`config.mk`:
```
export PLATFORM = sky130hd
export DESIGN_NAME = uart_tx_arbiter
export DESIGN_NICKNAME = d
export VERILOG_FILES = /design/src/rtl/uart_tx_arbiter.sv
export SDC_FILE = /design/constraint.sdc
export NUM_CORES = 1
export LEC_CHECK = 0
export CAP_MARGIN = 20
export CORE_AREA = 2 2 54 56
export DETAILED_ROUTE_END_ITERATION = 8
export DIE_AREA = 0 0 56 58
export PLACE_DENSITY_LB_ADDON = 0.25
export SYNTH_ARGS = -nofsm -noshare
export SYNTH_HDL_FRONTEND = slang
export SYNTH_SLANG_ARGS = --single-unit
```
`constraint.sdc`:
```
create_clock -name clk -period 3.45 [get_ports clk]
set_input_delay 0.345 -clock clk [delete_from_list [all_inputs] [get_ports clk]]
set_output_delay 0.345 -clock clk [all_outputs]
set_load 0.01 [all_outputs]
```
`src/rtl/uart_tx_arbiter.sv`:
```
`default_nettype none
// ============================================================================
// Module      : uart_tx_arbiter
// Description : Two-port round-robin byte arbiter feeding an 8N1 UART transmitter.
// Revision    : 1.0 - initial release
// ============================================================================

module uart_tx_arbiter #(
  parameter int CLKS_PER_BIT = 16,
  parameter int DATA_W       = 8
) (
  input  logic              clk,
  input  logic              rst_n,
  input  logic              req0_valid,
  input  logic [DATA_W-1:0] req0_data,
  output logic              req0_ready,
  input  logic              req1_valid,
  input  logic [DATA_W-1:0] req1_data,
  output logic              req1_ready,
  output logic              uart_tx,
  output logic              busy,
  output logic              grant_id
);

  localparam int              CNT_W      = (CLKS_PER_BIT > 1) ? $clog2(CLKS_PER_BIT) : 1;
  localparam logic [CNT_W-1:0] C_CNT_LAST = CNT_W'(CLKS_PER_BIT - 1);
  localparam logic [2:0]       C_IDX_LAST = 3'(DATA_W - 1);

  typedef enum logic [1:0] {
    S_IDLE  = 2'd0,
    S_START = 2'd1,
    S_DATA  = 2'd2,
    S_STOP  = 2'd3
  } state_t;

  state_t             r_state;
  state_t             w_state_nxt;
  logic [CNT_W-1:0]   r_baud_cnt;
  logic [CNT_W-1:0]   w_baud_cnt_nxt;
  logic [2:0]         r_bit_idx;
  logic [2:0]         w_bit_idx_nxt;
  logic [DATA_W-1:0]  r_shift;
  logic [DATA_W-1:0]  w_shift_nxt;
  logic               r_tx;
  logic               w_tx_nxt;
  logic               r_busy;
  logic               r_grant_id;
  logic               w_grant_id_nxt;
  logic               r_last_grant;
  logic               w_last_grant_nxt;
  logic               w_winner;
  logic               w_accept;
  logic               w_bit_done;

  // On a tie the port that did not win last time goes first.
  always_comb begin
    w_winner = 1'b0;
    if (req0_valid && req1_valid) begin
      w_winner = ~r_last_grant;
    end else if (req1_valid) begin
      w_winner = 1'b1;
    end
  end

  assign req0_ready = (r_state == S_IDLE) & req0_valid & ~w_winner;
  assign req1_ready = (r_state == S_IDLE) & req1_valid &  w_winner;
  assign w_accept   = req0_ready | req1_ready;
  assign w_bit_done = (r_baud_cnt == C_CNT_LAST);

  always_comb begin
    w_state_nxt      = r_state;
    w_baud_cnt_nxt   = r_baud_cnt;
    w_bit_idx_nxt    = r_bit_idx;
    w_shift_nxt      = r_shift;
    w_tx_nxt         = r_tx;
    w_grant_id_nxt   = r_grant_id;
    w_last_grant_nxt = r_last_grant;

    case (r_state)
      S_IDLE: begin
        w_tx_nxt = 1'b1;
        if (w_accept) begin
          w_state_nxt      = S_START;
          w_baud_cnt_nxt   = '0;
          w_bit_idx_nxt    = 3'd0;
          w_shift_nxt      = w_winner ? req1_data : req0_data;
          w_tx_nxt         = 1'b0;
          w_grant_id_nxt   = w_winner;
          w_last_grant_nxt = w_winner;
        end
      end

      S_START: begin
        if (w_bit_done) begin
          w_state_nxt    = S_DATA;
          w_baud_cnt_nxt = '0;
          w_bit_idx_nxt  = 3'd0;
          w_tx_nxt       = r_shift[0];
        end else begin
          w_baud_cnt_nxt = r_baud_cnt + 1'b1;
        end
      end

      S_DATA: begin
        if (w_bit_done) begin
          w_baud_cnt_nxt = '0;
          w_shift_nxt    = r_shift >> 1;
          if (r_bit_idx == C_IDX_LAST) begin
            w_state_nxt = S_STOP;
            w_tx_nxt    = 1'b1;
          end else begin
            // r_shift[1] is the bit that becomes LSB after this shift.
            w_bit_idx_nxt = r_bit_idx + 3'd1;
            w_tx_nxt      = r_shift[1];
          end
        end else begin
          w_baud_cnt_nxt = r_baud_cnt + 1'b1;
        end
      end

      S_STOP: begin
        w_tx_nxt = 1'b1;
        if (w_bit_done) begin
          w_state_nxt    = S_IDLE;
          w_baud_cnt_nxt = '0;
        end else begin
          w_baud_cnt_nxt = r_baud_cnt + 1'b1;
        end
      end

      default: begin
        w_state_nxt = S_IDLE;
        w_tx_nxt    = 1'b1;
      end
    endcase
  end

  always_ff @(posedge clk or negedge rst_n) begin
    if (!rst_n) begin
      r_state      <= S_IDLE;
      r_baud_cnt   <= '0;
      r_bit_idx    <= 3'd0;
      r_shift      <= '0;
      r_tx         <= 1'b1;
      r_busy       <= 1'b0;
      r_grant_id   <= 1'b0;
      r_last_grant <= 1'b1;
    end else begin
      r_state      <= w_state_nxt;
      r_baud_cnt   <= w_baud_cnt_nxt;
      r_bit_idx    <= w_bit_idx_nxt;
      r_shift      <= w_shift_nxt;
      r_tx         <= w_tx_nxt;
      r_busy       <= (w_state_nxt != S_IDLE);
      r_grant_id   <= w_grant_id_nxt;
      r_last_grant <= w_last_grant_nxt;
    end
  end

  assign uart_tx  = r_tx;
  assign busy     = r_busy;
  assign grant_id = r_grant_id;

endmodule

`default_nettype wire

```
; After elaboration in Yosys (flattened, before gate mapping)
; Index checks and enable logic that the tools add are counted.
[classes]
add_sub_neg = 2
n_eq_ne = 9
n_mux = 25
bitwise_logic = 7
n_reduce_logical = 10
[ops]
columns = cell, count
row1 = $mux 8, 3
row2 = $pmux 8 s2, 1
row3 = $mux 3, 4
row4 = $mux 2, 5
row5 = $pmux 3 s3, 1
row6 = $mux 4, 2
row7 = $ne 2x2->1 const B, 4
row8 = $pmux 2 s4, 1
row9 = $pmux 4 s2, 1
row10 = $mux 1, 6
row11 = $reduce_and 5->1, 1
row12 = $add 4x1->4 const B, 1
row13 = $and 1x1->1, 4
row14 = $eq 2x2->1 const B, 2
row15 = $eq 4x4->1 const B, 1
row16 = $pmux 1 s4, 1
row17 = $reduce_and 2->1, 2
row18 = $reduce_bool 2->1, 2
row19 = $add 3x1->3 const B, 1
row20 = $eq 3x3->1 const B, 1
row21 = $reduce_and 3->1, 1
row22 = $reduce_bool 3->1, 1
row23 = $reduce_or 3->1, 1
row24 = $eq 2x1->1 const B, 1
row25 = other kinds (4), 5
[totals]
ff_bits = 21
input_bits = 20
out_inout_bits = 5
wordCells = 61

; Depth between registers and ports, before layout
; Gate-level depths: netlist of the first run.
[depth]
word_depth = 8
mapped_depth = 6
ltp_nobuf = 6

; Worst setup path before layout of the first run
; OpenSTA, ideal clock, no wires.
[synth_path]
path_kind = reg-to-reg
from = register r_bit_idx[0]
to = register r_bit_idx[0]
t_arrival_ns = 1.431
required_ns = 3.329
slack_ns = 1.898
path_stages_with_launch = 7
path_buffers = 0
cell_sequence = dfrtp_1 > ha_1 > ha_1 > o21a_1 > nor2_1 > nand2_1 > a22o_1
[synth_via]
elab_chain_len = 4
[synth_rtl]
columns = item, line
row1 = start: declaration, 40  ; logic [2:0] r_bit_idx;
row2 = start signal: assignment, 151  ; r_bit_idx <= w_bit_idx_nxt;
row3 = $add 3x1->3, 113  ; w_bit_idx_nxt = r_bit_idx + 3'd1;
row4 = $mux 3, 108  ; if (r_bit_idx == C_IDX_LAST) begin
row5 = $mux 3, 105  ; if (w_bit_done) begin
row6 = $pmux 3 s3, 79  ; case (r_state)
; Several ways; a longest one is shown, not always the timed one. The select of a mux whose other input is x is not followed.
; A chain may end at the register's enable or synchronous reset.

; Final worst setup path of the first run
[layout_path]
from = register r_state[1]
to = output port req0_ready
[layout_via]
elab_chain_len = 3
[layout_rtl]
columns = item, line
row1 = start: declaration, 36  ; state_t r_state;
row2 = start signal: assignment, 149  ; r_state <= w_state_nxt;
row3 = $logic_not 2->1, 65  ; assign req0_ready = (r_state == S_IDLE) & req0_valid & ~w_winner;
row4 = $and 1x1->1 (2 in series), 65
row5 = end: declaration, 16  ; output logic req0_ready,
; Every way passes these cells.

==> metrics.md, run 1 <==
| Metric | Value |
|---|---|
| Synth cell types | 36 |
| Die ar. | 3250 um^2 |
| Number of flops mapped to enable cells by yosys | 0 |
| R2R Path Start | r_state[1] |
| Clock sink total | 21 |
| Post-Synth Simple-Gate Area | 0.149 |
| CP endpoint kind | output port |
| Resized cells post-CTS | 0 |
| GR Util met1 | 0.204 |
| Most common cell after layout, fill and taps aside | clkdlybuf4s50_1 |
| Fin cells | 166 |
| Critical Path End | req0_ready |
| Lkg Pwr | 0.591 nW |
| Final Cycle Share | 0.715 |
| Die Wd | about 56 um |
| # rows | 19 |
| IO Pins | 25 |
| Yosys reg bits | 21 |
| Placed insts | 162 |
| CP max FO | 15 |
| Syn Inst Count | 111 |
| Global-route wire length before repair | between 3 and 4 mm |
| ANT nets after route | 0 |
| Adder and majority gate portion of the synthesized area | 0.0324 |
| Peak VDD IR | 0.000222 V |
| Iteration-0 DRC Markers | 12 |
| Post-DR wirelength/cell | 13.7 um |
| Worst Clk Skew | 5.09 ps |
| Share of layout cells above drive strength 1 | 0.148 |
| CTS tree | done |
| Vias/cell | 5.55 |
| Compound-Gate Fraction of Synth Area | 0.224 |
| R2R cell count | 3 |
| Via count | 921 |
| Dpl hpwl | between 1.5 and 2 mm |
| # setup viols final | 0 |
| Startpoint types | flip-flop |
| Placer Congestion | approximately 0.73 |
| Residual DRC count | 0 |
| Fraction of registers with async set/reset | 1.00 |
| Ant diodes | 0 |
| Hold WC Path Type | flip-flop to flip-flop |
| Num CTS Buffers | 3 |
| GRT met2 Usage | 0.235 |
| Die height | 58 um |
| Outcome | complete, no violations |
| Most used DFF post-synth | dfrtp_1 |
| Post-CTS setup buffer count | 0 |
| CTS max path bufs | 2 |
| Avg Inst Size Synth | 10.4 um^2 |
| Starting density of the core | 0.435 |
| Mapped Area | 1160 um^2 |
| FILL cells | 244 |
| Clock latency on the worst-skew pair | 300 ps |
| WP data arrival | 2120 ps |
| Area occupied by multi-input gates | 589 um^2 |
| Slew of the pin with the lowest slew margin | 907 ps |
| Largest family of logic cells by synthesized area | compound AO/OA/AOI/OAI gates |
| Setup tns final | 0 ps |
| Initial antenna violation count | 0 |
| MaxCap Viol Count | 0 |
| Reg2reg setup slack | 1630 ps |
| Hold depth | 1 |
| Hold Vio Cnt, Final | 0 |
| Worst-path clk slew | about 110 ps |
| GRT Residual Overflow | 0 |
| Crit path from | r_state[1] |
| Post-synthesis mux area share | 0.0886 |
| Largest net degree at the start of global routing | 22 |
| Total length of routed wires | 2.28 mm |
| Power per cell area | 282 nW/um^2 |
| Met3 Use GR | 0.0469 |
| Fmax achieved | 405 MHz |
| Crit path time final | 2470 ps |
| Port-buffer cells | 24 |
| Layout area overhead | 23.8% |
| First-pass iteration count of the detailed router | 4 |
| XOR/XNOR Fraction of Synth Area | 0.0151 |
| Register area | around 530 um^2 |
| Synth Net Count | about 130 |
| WS Path Type | flip-flop to output port |
| Warnings, synthesis | 0 |
| Core area | 2660 um^2 |
| Most frequent cells in the layout | clkdlybuf4s50_1 (24), dfrtp_1 (19), nand2_1 (16) |
| H-tree Lvls | 1 |
| RSZ-0062 raised after global routing | no |
| CTS Hold Bufs | 0 |
| CP required | 3110 ps |
| Register area share after synthesis | 0.456 |
| Vias in the first global route | 828 |
| Overall Global Routing Usage | 0.152 |
| Final net count | 159 |
| R2r endpoint | uart_tx |
| Final Max Tran Viols | 0 |
| Clk root buf | clkbuf_4 |
| Rel. slew slack | 0.393 |
| Gr busiest metal | met2 |
## layer usage
layer,up-vias,routed length (um)
li1,460,-
met1,437,1050
met2,22,1110
met3,2,100
met4,0,16
met5,-,0
## layout make-up
cell class                      count  share of cell area
Clock buffer                        4              0.0183
Inverter                            1             0.00262
Multi-Input combinational cell     84               0.411
Sequential cell                    21               0.368
Tap cell                           31              0.0271
Timing Repair Buffer               25               0.173
## state kept, by name, indices dropped and copies added (netlist names)
register	flops
busy	1
uart_tx	1
r_shift	8
r_bit_idx	3
r_last_grant	1
r_baud_cnt	4
r_state	2
grant_id	1
## cells in the mapped netlist (3+ instances only)
cell type | count | area share
buf_2 | 3 | 0.013
nand2_1 | 16 | 0.052
o31ai_1 | 3 | 0.019
o22ai_1 | 6 | 0.032
o21ai_0 | 5 | 0.022
a31oi_1 | 4 | 0.022
nor2_1 | 8 | 0.026
mux2_2 | 6 | 0.058
ha_1 | 3 | 0.032
o21ai_1 | 5 | 0.022
dfrtp_1 | 19 | 0.41
## critical path, stage by stage (launching register included)
cell and delay [ps]:
dfrtp_1 580, nor2_1 460, nand2_1 140, nor2_1 110, clkdlybuf4s50_1 540
## stage by stage
step / hold WS, ps / cell area [um^2] / total power [mW] / setup slack [ps] / util
2_1_floorplan: 49.4 / 1160 / 0.265 / 1900 / -
3_3_place_gp: 462 / 1410 / 0.294 / 1110 / 0.529
3_5_place_dp: 471 / 1410 / 0.294 / 1080 / 0.529
4_1_cts: 497 / 1430 / 0.410 / 960 / 0.539
5_1_grt: 529 / 1430 / 0.427 / 783 / 0.539
6_report: 494 / 1430 / 0.405 / 984 / 0.539
## report_power, final
part	internal [mW]	leakage (nW)	total (mW)	switching, mW
combinational	0.0272	0.312	0.0410	0.0138
clock	0.0450	0.0150	0.116	0.0714
sequential	0.247	0.264	0.248	0.000541
## cell families (layout without fill, tap and decap cells)
family / Yosys count / in the layout
adders and majority gates: 3 / 3
and+or+nand+nor: 33 / 33
buffers and inverters: 6 / 30
DFF: 21 / 21
AOI/OAI and AO/OA: 37 / 37
muxes: 9 / 9
xor gates and xnor gates: 2 / 2
## worst min path at each step
stage / slack [ps] / from / to
floorplan: 50 / rst_n / busy
global placement: 460 / r_shift[7] / r_shift[7]
detailed placement: 470 / grant_id / grant_id
CTS: 500 / grant_id / grant_id
global route: 530 / grant_id / grant_id
finish: 490 / grant_id / grant_id
No activity file was read; power rests on OpenSTA's default activity.
==> run 2, diff against run 1 <==
==> constraint.sdc (replaced) <==
create_clock -name clk -period 2.07 [get_ports clk]
set_input_delay 0.207 -clock clk [delete_from_list [all_inputs] [get_ports clk]]
set_output_delay 0.207 -clock clk [all_outputs]
set_load 0.01 [all_outputs]
==> run 2 against run 1 <==
Effect of this change: via count increased by 0.43%; routed wire length up 2.2%; global-route usage shrank 0.20 points; first-iteration DRC count rose to 2.8 times the previous value; flip-flop and latch count did not move; register-to-register slack got worse by 1300 ps; non-clock buffer count up 8; hold slack got worse by 270 ps; clock skew grew 6.1 ps; core utilization rose by 2.4 points; setup slack got worse by 720 ps; sequential share of layout area down 1.6 points.
==> metrics.md, run 2 (synthesis results as in run 1) <==
| Metric | Value |
|---|---|
| Hold Vio Cnt, Final | 0 |
| ANT nets after route | 0 |
| Outcome | complete, no violations |
| WS Path Type | flip-flop to output port |
| Lkg Pwr | 0.652 nW |
| # setup viols final | 0 |
| Crit path time final | 1810 ps |
| Placed insts | 170 |
| Biggest register | r_shift |
| Power per cell area | 457 nW/um^2 |
| Max reg flops | 8 |
| Via count | 925 |
| Final Max Tran Viols | 0 |
| Iteration-0 DRC Markers | 33 |
| Clock latency on the worst-skew pair | 310 ps |
| Min Hold Slack | between 200 and 250 ps |
| CTS Hold Bufs | 0 |
| Overall Global Routing Usage | 0.150 |
| Share of layout cells above drive strength 1 | 0.203 |
| Die height | 58 um |
| Area occupied by multi-input gates | 589 um^2 |
| Peak VDD IR | roughly 0.00050 V |
| First-pass iteration count of the detailed router | 5 |
| Final Cycle Share | 0.872 |
| Worst-path clk slew | 120 ps |
| Fin cells | 174 |
| GRT Residual Overflow | 0 |
| Worst Clk Skew | 11.2 ps |
| Placer Congestion | 0.776 |
| CP max FO | 3 |
| FILL cells | 253 |
| Ant diodes | 0 |
| Post-CTS setup buffer count | 0 |
| CP endpoint kind | output port |
| Total length of routed wires | 2.33 mm |
| Slew of the pin with the lowest slew margin | 450 ps |
| Biggest regs | r_shift: 8 flops, r_baud_cnt: 4 flops, r_bit_idx: 3 flops |
| MaxCap Viol Count | 0 |
| Die Wd | 56 um |
| Overall Power | 684 uW |
| Final net count | 167 |
| Most common cell after layout, fill and taps aside | clkdlybuf4s50_1 |
| CTS max path bufs | 2 |
| # rows | 19 |
| Hold WC Path Type | input port to async pin |
| RSZ-0062 raised after global routing | no |
| CP required | 1860 ps |
| Starting density of the core | 0.435 |
| Residual DRC count | 0 |
| Vias/cell | between 5 and 6 |
| Clk root buf | clkbuf_4 |
| Global-route wire length before repair | 3.86 mm |
| Rel. slew slack | 0.700 |
| WP data arrival | 1600 ps |
| Post-DR wirelength/cell | between 10 and 15 um |
| Port-buffer cells | 24 |
| Setup tns final | 0 ps |
| Vias in the first global route | roughly 900 |
| Post-route cell area | 1500 um^2 |
| Layout area overhead | 29.3% |
| Largest net degree at the start of global routing | 22 |
| Die ar. | roughly 3200 um^2 |
| H-tree Lvls | 1 |
| Num CTS Buffers | 3 |
| IO Pins | 25 |
| Core area | 2660 um^2 |
| Startpoint types | flip-flop |
| Dpl hpwl | roughly 1.7 mm |
| Resized cells post-CTS | 0 |
| Initial antenna violation count | 0 |
| CTS tree | done |
| Clock sink total | 21 |
| Fmax achieved | 554 MHz |
| Register area | ~530 um^2 |
| Placed cell area | approximately 1500 um^2 |
| Most frequent cells in the layout | clkdlybuf4s50_1 (23), dfrtp_1 (19), nand2_1 (16) |
[run 2: path summary, 6_finish.rpt]
kind | start | endpoint | slack (ps) | depth (start not counted)
setup / recovery | r_last_grant | req1_ready | 260 | 3
hold / removal | rst_n | r_baud_cnt[0] | 230 | 2
setup reg to reg | r_bit_idx[0] | r_bit_idx[0] | 330 | 6
hold reg to reg | grant_id | grant_id | 500 | 1
max in group asynchronous | rst_n | uart_tx | 1560 | 2
min in group clk | grant_id | grant_id | 500 | 1
[run 2: power breakdown]
group / switching [mW] / internal (mW)
combinational: 0.0248 / 0.0490
clock: 0.126 / 0.0720
sequential: 0.000884 / 0.412
total: 0.151 / 0.533
[run 2: stage by stage]
step / util / setup WS, ps
3_3_place_gp: 0.551 / 268
3_5_place_dp: 0.551 / 223
4_1_cts: 0.562 / 41.6
6_report: 0.563 / 265
2_1_floorplan: - / 518
5_1_grt: 0.563 / 181
[run 2: final cells by class]
type	count	area share
Multi-Input combinational cell	84	0.393
Timing Repair Buffer	33	0.207
Clock inverter	1	0.00334
Clock buffer	3	0.0150
Sequential cell	21	0.353
Inverter	1	0.00251
Tap cell	31	0.0259
[run 2: critical path, stage by stage (launching register included)]
cell and delay (ps):
dfstp_2 400, a21boi_1 190, and2_1 170, clkdlybuf4s50_1 530
[run 2: per-layer routing]
metal	up-vias	GRT usage	wire, um
met5	-	0	0
met2	21	0.235	1060
li1	474	-	-
met3	2	0.0491	113
met1	428	0.208	1140
met4	0	0.0238	16
==> run 3, diff against run 2 <==
--- a/config.mk
+++ b/config.mk
@@ -7,9 +7,11 @@
 export LEC_CHECK = 0
 export CAP_MARGIN = 20
 export CORE_AREA = 2 2 54 56
+export CTS_CLUSTER_SIZE = 25
 export DETAILED_ROUTE_END_ITERATION = 8
 export DIE_AREA = 0 0 56 58
 export PLACE_DENSITY_LB_ADDON = 0.25
+export SKIP_LAST_GASP = 1
 export SYNTH_ARGS = -nofsm -noshare
 export SYNTH_HDL_FRONTEND = slang
 export SYNTH_SLANG_ARGS = --single-unit
==> results of run 3 <==
Same layout as run 2: the final DEF is identical, and so are final timing and power.
